==> src/rtl/wb_commit_stage.sv <==
// Write-back/commit stage: registers one retiring instruction per cycle, drives RF write and IDU forwarding.
// Optional macro WB_COMMIT_PERF_CNT_EN builds the 64-bit retired-instruction counter; otherwise commit_cnt is 0.
module wb_commit_stage #(
  parameter int DATA_W = 64,
  parameter int PC_W   = 64,
  parameter int INST_W = 32,
  parameter int ADDR_W = 5,
  parameter int NSRC   = 3,
  parameter logic [INST_W-1:0] EBREAK_INST = 32'h0010_0073
) (
  input  logic                   clk,
  input  logic                   rst,
  input  logic                   in_valid,
  output logic                   in_ready,
  input  logic [PC_W-1:0]        in_pc,
  input  logic [INST_W-1:0]      in_inst,
  input  logic                   in_rd_ena,
  input  logic [ADDR_W-1:0]      in_rd_addr,
  input  logic [NSRC-1:0]        in_src_sel,
  input  logic [NSRC*DATA_W-1:0] in_src_data,
  output logic                   rf_we,
  output logic [ADDR_W-1:0]      rf_waddr,
  output logic [DATA_W-1:0]      rf_wdata,
  output logic                   fwd_valid,
  output logic [ADDR_W-1:0]      fwd_addr,
  output logic [DATA_W-1:0]      fwd_data,
  output logic                   commit_valid,
  output logic [PC_W-1:0]        commit_pc,
  output logic [INST_W-1:0]      commit_inst,
  output logic                   halt,
  output logic [63:0]            commit_cnt
);

  typedef enum logic {RUN, HALT} state_e;

  state_e              state_q;
  logic                valid_q;
  logic [PC_W-1:0]     pc_q;
  logic [INST_W-1:0]   inst_q;
  logic                rd_ena_q;
  logic [ADDR_W-1:0]   rd_addr_q;
  logic [DATA_W-1:0]   data_q;
  logic [DATA_W-1:0]   data_d;
  logic                ebreak_retire;
  logic                load;

  // AND-OR mux: zero select yields 0, multi-hot select ORs the chosen sources.
  always_comb begin
    data_d = '0;
    for (int k = 0; k < NSRC; k++) begin
      data_d = data_d | (in_src_data[k*DATA_W +: DATA_W] & {DATA_W{in_src_sel[k]}});
    end
  end

  // The instruction offered while EBREAK retires is dropped so nothing commits after it.
  assign ebreak_retire = valid_q && (inst_q == EBREAK_INST);
  assign load          = in_valid && !ebreak_retire;

  always_ff @(posedge clk) begin
    if (rst) begin
      state_q   <= RUN;
      valid_q   <= 1'b0;
      pc_q      <= '0;
      inst_q    <= '0;
      rd_ena_q  <= 1'b0;
      rd_addr_q <= '0;
      data_q    <= '0;
    end else begin
      case (state_q)
        RUN: begin
          valid_q <= load;
          if (load) begin
            pc_q      <= in_pc;
            inst_q    <= in_inst;
            rd_ena_q  <= in_rd_ena;
            rd_addr_q <= in_rd_addr;
            data_q    <= data_d;
          end
          if (ebreak_retire) begin
            state_q <= HALT;
          end
        end
        HALT: begin
          valid_q <= 1'b0;
        end
        default: begin
          state_q <= RUN;
          valid_q <= 1'b0;
        end
      endcase
    end
  end

  // Gating with rst discards a held entry without writing when reset hits mid-operation.
  assign in_ready     = (state_q == RUN) && !rst;
  assign commit_valid = valid_q && !rst;
  assign commit_pc    = pc_q;
  assign commit_inst  = inst_q;
  assign rf_we        = commit_valid && rd_ena_q && (rd_addr_q != '0);
  assign rf_waddr     = rd_addr_q;
  assign rf_wdata     = data_q;
  assign fwd_valid    = rf_we;
  assign fwd_addr     = rd_addr_q;
  assign fwd_data     = data_q;
  assign halt         = (state_q == HALT);

`ifdef WB_COMMIT_PERF_CNT_EN
  logic [63:0] cnt_q;

  always_ff @(posedge clk) begin
    if (rst) begin
      cnt_q <= '0;
    end else if (valid_q) begin
      cnt_q <= cnt_q + 64'd1;
    end
  end

  assign commit_cnt = cnt_q;
`else
  assign commit_cnt = '0;
`endif

endmodule

==> config.mk <==
export PLATFORM = sky130hd
export DESIGN_NAME = wb_commit_stage
export DESIGN_NICKNAME = d
export VERILOG_FILES = /design/src/rtl/wb_commit_stage.sv
export SDC_FILE = /design/constraint.sdc
export NUM_CORES = 1
export LEC_CHECK = 0
export ABC_AREA = 1
export CORE_AREA = 2 2 232 234
export DETAILED_ROUTE_END_ITERATION = 7
export DIE_AREA = 0 0 234 236
export PLACE_DENSITY = 0.57
export SYNTH_ARGS = -nofsm -noshare
export SYNTH_HDL_FRONTEND = slang
export SYNTH_SLANG_ARGS = --single-unit
==> constraint.sdc <==
create_clock -name clk -period 1.9 [get_ports clk]
set_input_delay 0.38 -clock clk [delete_from_list [all_inputs] [get_ports clk]]
set_output_delay 0.38 -clock clk [all_outputs]
set_load 0.05 [all_outputs]
## Word level (Yosys, flattened, before mapping)

Cells that the tools add are included.
Widths: inputs -> output; s select.

- Bitwise logic cells: 6
- Equality and inequality tests: 1
- Reduce and logical (&&, ||, !) cells: 10
- Multiplexer cells: 3

Operator list:

| kind | count |
|---|---|
| $and 64x64->64 | 3 |
| $or 64x64->64 | 2 |
| $eq 32x21->1 const B | 1 |
| $logic_and 1x1->1 | 6 |
| $reduce_bool 5->1 | 1 |
| $logic_not 1->1 | 2 |
| $mux 1 | 2 |
| $pmux 1 s2 | 1 |
| $reduce_and 2->1 | 1 |
| $not 1->1 | 1 |

- Word-level logic and storage cells: 27
- Input bits: 300
- Output and inout bits: 303
- Register bits after elaboration: 168

## Logic depth before layout (Yosys ltp)

- Depth in word-level cells: 5
- Mapped depth: 12

## Worst setup path before layout

Ideal clock, no wire load.

- Path kind: input port to output port
- From: input rst
- To: output rf_we
- Stages on the path: 4
- Slack: -487 ps
- Data required time: 1520 ps
- Arrival time: 2007 ps
- Cell sequence: nor2_1 > o311ai_0 > inv_1 > buf_4

- Longest elaborated chain between the ends: 4

Ends and longest elaborated chain:

| what | line | source |
|---|---|---|
| from (decl) | 12 | `input logic rst,` |
| $logic_not 1->1 | 96 | `assign commit_valid = valid_q && !rst;` |
| $logic_and 1x1->1 | 96 |  |
| $logic_and 1x1->1 (2 in series) | 99 | `assign rf_we = commit_valid && rd_ena_q && (rd_addr_q != '0);` |
| to (decl) | 21 | `output logic rf_we,` |

Every way passes these cells.

## Worst setup path after layout

- From: register rd_addr_q[3] (netlist: fwd_addr[3])
- To: output rf_we

- Longest elaborated chain between the ends: 2

Ends and longest elaborated chain:

| what | line | source |
|---|---|---|
| from (decl) | 41 | `logic [ADDR_W-1:0] rd_addr_q;` |
| from (signal assigned) | 76 | `rd_addr_q <= in_rd_addr;` |
| $reduce_bool 5->1 | 99 |  |
| $logic_and 1x1->1 | 99 |  |

Every way passes these cells.

==> out/metrics.yaml <==
clock-sinks: 168
io_pins: 603
r2r_end: "commit_pc[48]"
cts_inserted_buffers: 17
mostFrequentLayoutCells: "nand2_1, inv_1, clkdlybuf4s50_1, buf_4, nor2_1"
yosysSeqAreaShare_pct: 31.6
max-vdd-ir-drop_mv: 0.691
finalWeightedCongestion: 0.858
endpoint_kind: "output port"
clk_transition_reported_paths_ps: 70
area_growth_syn_to_layout_pct: 54.4
final_common_cell: "nand2_1"
yosys.area.top_type: "dfxtp_1"
synthFlopType: "dfxtp_1"
rr_startpoint: "commit_inst[10]"
skew_ps: 16.6
drt-vias-per-instance: 3.98
fin_cells: 2934
cts_tree: "done"
fin_setup_tns_ps: -85.7
fmax_mhz: 514
coreArea_sq_um: 53100
clk_path_buf_depth: 2
avgSynthCellArea_sq_um: 5.89
min_period_ps: 1940
n_fill_cell: 5825
vias: 11700
ys_ff_latch: 168
ff2ff_setup_slack_ps: 170
final-seq-area_sq_um: 3370
drv_slew: 0
crit_fanout: 2
clock-root-buffer: "clkbuf_16"
synth_cell_types: 17
crit_arrival_ps: 1560
wl_per_cell_um: 15.0
synth_edf_count: 0
synthesis.area_sq_um: 10600
crit_slowest_cell: "dfxtp_2"
cts_hold_buf: 0
violations: "setup timing"
netlist_instances: 1805
nets: 2522
rsz0062_at_grt: "true"
rr_worst_depth: 9
hold_class: "input pin to register"
hold_slack_ps: 398
grt_pass1_vias: 11200
multi_input_area_sq_um: 4380
critical-path-max-stage-delay_ps: 330
numPortBuffers: 538
die-area_sq_um: 55200
grt-ovfl-total: 0
crit_chain: "inv_2 -> nand3_4 -> o311ai_2 -> inv_1 -> buf_12 -> buf_12"
p_total_uw: 12100
netlist.area_leader.share_pct: 31.6
worst_slack_ps: -43.7
rows: 85
crit_start: "fwd_addr[3]"
critPathLaunchType: "register"
worst_ep_required_time_ps: 1520
antenna_found_initial: 6
maxCapViolCount: 0
synth-async-reset-ratio_pct: 0
initial_utilization_pct: 20.0
place_inst: 2892
dp_hpwl_mm: 33.8
hold_viol_final: 0
htree_levels: 4
clock_latency_ps: 480
worstMarginPinSlew_ps: 694
first_pass_iters: 5
fin_crit_sh_pct: 102
crit_type: "register to output port"
grt_first_pass_wirelength_mm: 64.7
worstHoldStart: "in_valid"
hold_path_depth: 4
yosys-top-cells-area: "dfxtp_1, nand2_1, inv_1"
worstHoldEndpoint: "fwd_data[60]"
die_w_um: 234
fp.dieH_um: 236
relSlewSlack_pct: 53.7
grt_max_degree: 56
cp_common_cell: "buf_12"
track_usage_pct: 15.5
cellLeakagePower_uw: 0.00925
layout-drive-gt1-share_pct: 13.1
postRouteAntennaNets: 0
run_status: "complete, but fails checks"
drt_wl_total_mm: 44.0
synth_warnings: 0
first_iter_violations: 599
drc: 0
finalSetupViolations: 2
power.density_nw_per_um2: 740
[worst max-delay path: cells and delay by family (launching register included)]
family	cells	cell delay [ps]
simple gates	1	80
flops	1	330
compound gates	1	210
buf+inv	4	460
[kinds of logic after synthesis]
| logic type | share of synthesized area (%) |
|---|---|
| other cells | 0.0353 |
| flops | 31.6 |
| simple gates | 35.4 |
| buf+inv | 29.8 |
| compound gates | 3.14 |
[state kept, by name (all words and copies together) (netlist names)]
| name | count |
|---|---|
| halt | 1 |
| commit_pc | 64 |
| fwd_addr | 5 |
| commit_inst | 32 |
| fwd_data | 64 |
| valid_q | 1 |
| rd_ena_q | 1 |
[synthesized netlist by cell type, types with 2 or more instances]
master      n
buf_6       3
nand4_1   167
buf_1      19
clkbuf_1   57
nand2_1   529
nor2_1    183
inv_2      26
buf_2      18
a21oi_1    65
dfxtp_1   168
nand3_2     2
buf_4     149
nand3_1     5
inv_1     411
[where the power goes]
group | leakage (uW) | total, uW | switching, uW | internal (uW)
sequential | 0.00140 | 4000 | 203 | 3800
clock | 0.000315 | 3880 | 1690 | 2200
combinational | 0.00754 | 4260 | 2790 | 1470
[metal layers]
| metal | up-vias | routed length [um] | track usage (%) | part of all wire [%] |
|---|---|---|---|---|
| li1 | 5972 | - | - | - |
| met1 | 5205 | 18000 | 18.2 | 41 |
| met2 | 440 | 21300 | 26.1 | 48 |
| met3 | 53 | 3360 | 4.47 | 7.6 |
| met4 | 4 | 1370 | 6.31 | 3.1 |
| met5 | - | 23 | 0 | 0.052 |
[stage by stage]
| step | cell area [sq um] | utilization (%) | setup WS (ps) |
|---|---|---|---|
| floorplan | 10900 | - | 24.8 |
| global placement | 15800 | 29.7 | 28.2 |
| detailed placement | 15800 | 29.7 | 15.0 |
| CTS | 16300 | 30.8 | -122 |
| global route | 16400 | 30.9 | -118 |
| finish | 16400 | 30.9 | -43.7 |
[cell type report]
| cell class | instances | share of cell area, % |
|---|---|---|
| diodes | 3 | 0.0457 |
| clock buffers | 20 | 2.84 |
| clock inverters | 12 | 0.990 |
| inverters | 438 | 10.1 |
| multi-input cells | 1016 | 26.7 |
| flip-flops and latches | 168 | 20.5 |
| well taps | 696 | 5.30 |
| repair buffers | 581 | 33.5 |
[worst max path at each step]
stage | to | slack (ps) | cells past startpoint
4_1_cts | rf_we | -120 | 6
6_report | rf_we | -40 | 6
5_1_grt | rf_we | -120 | 6
3_5_place_dp | rf_we | 20 | 6
2_1_floorplan | rf_we | 20 | 3
3_3_place_gp | rf_we | 30 | 6
[repair_timing]
item / 4_1_cts / 5_1_grt
endpoints found under the setup margin: 68 / 55
resized for setup: 74 / 4
pin swaps: 1 / 1
cloned: 0 / 1
setup buffers: 3 / 3
No activity file was read; power rests on OpenSTA's default activity.
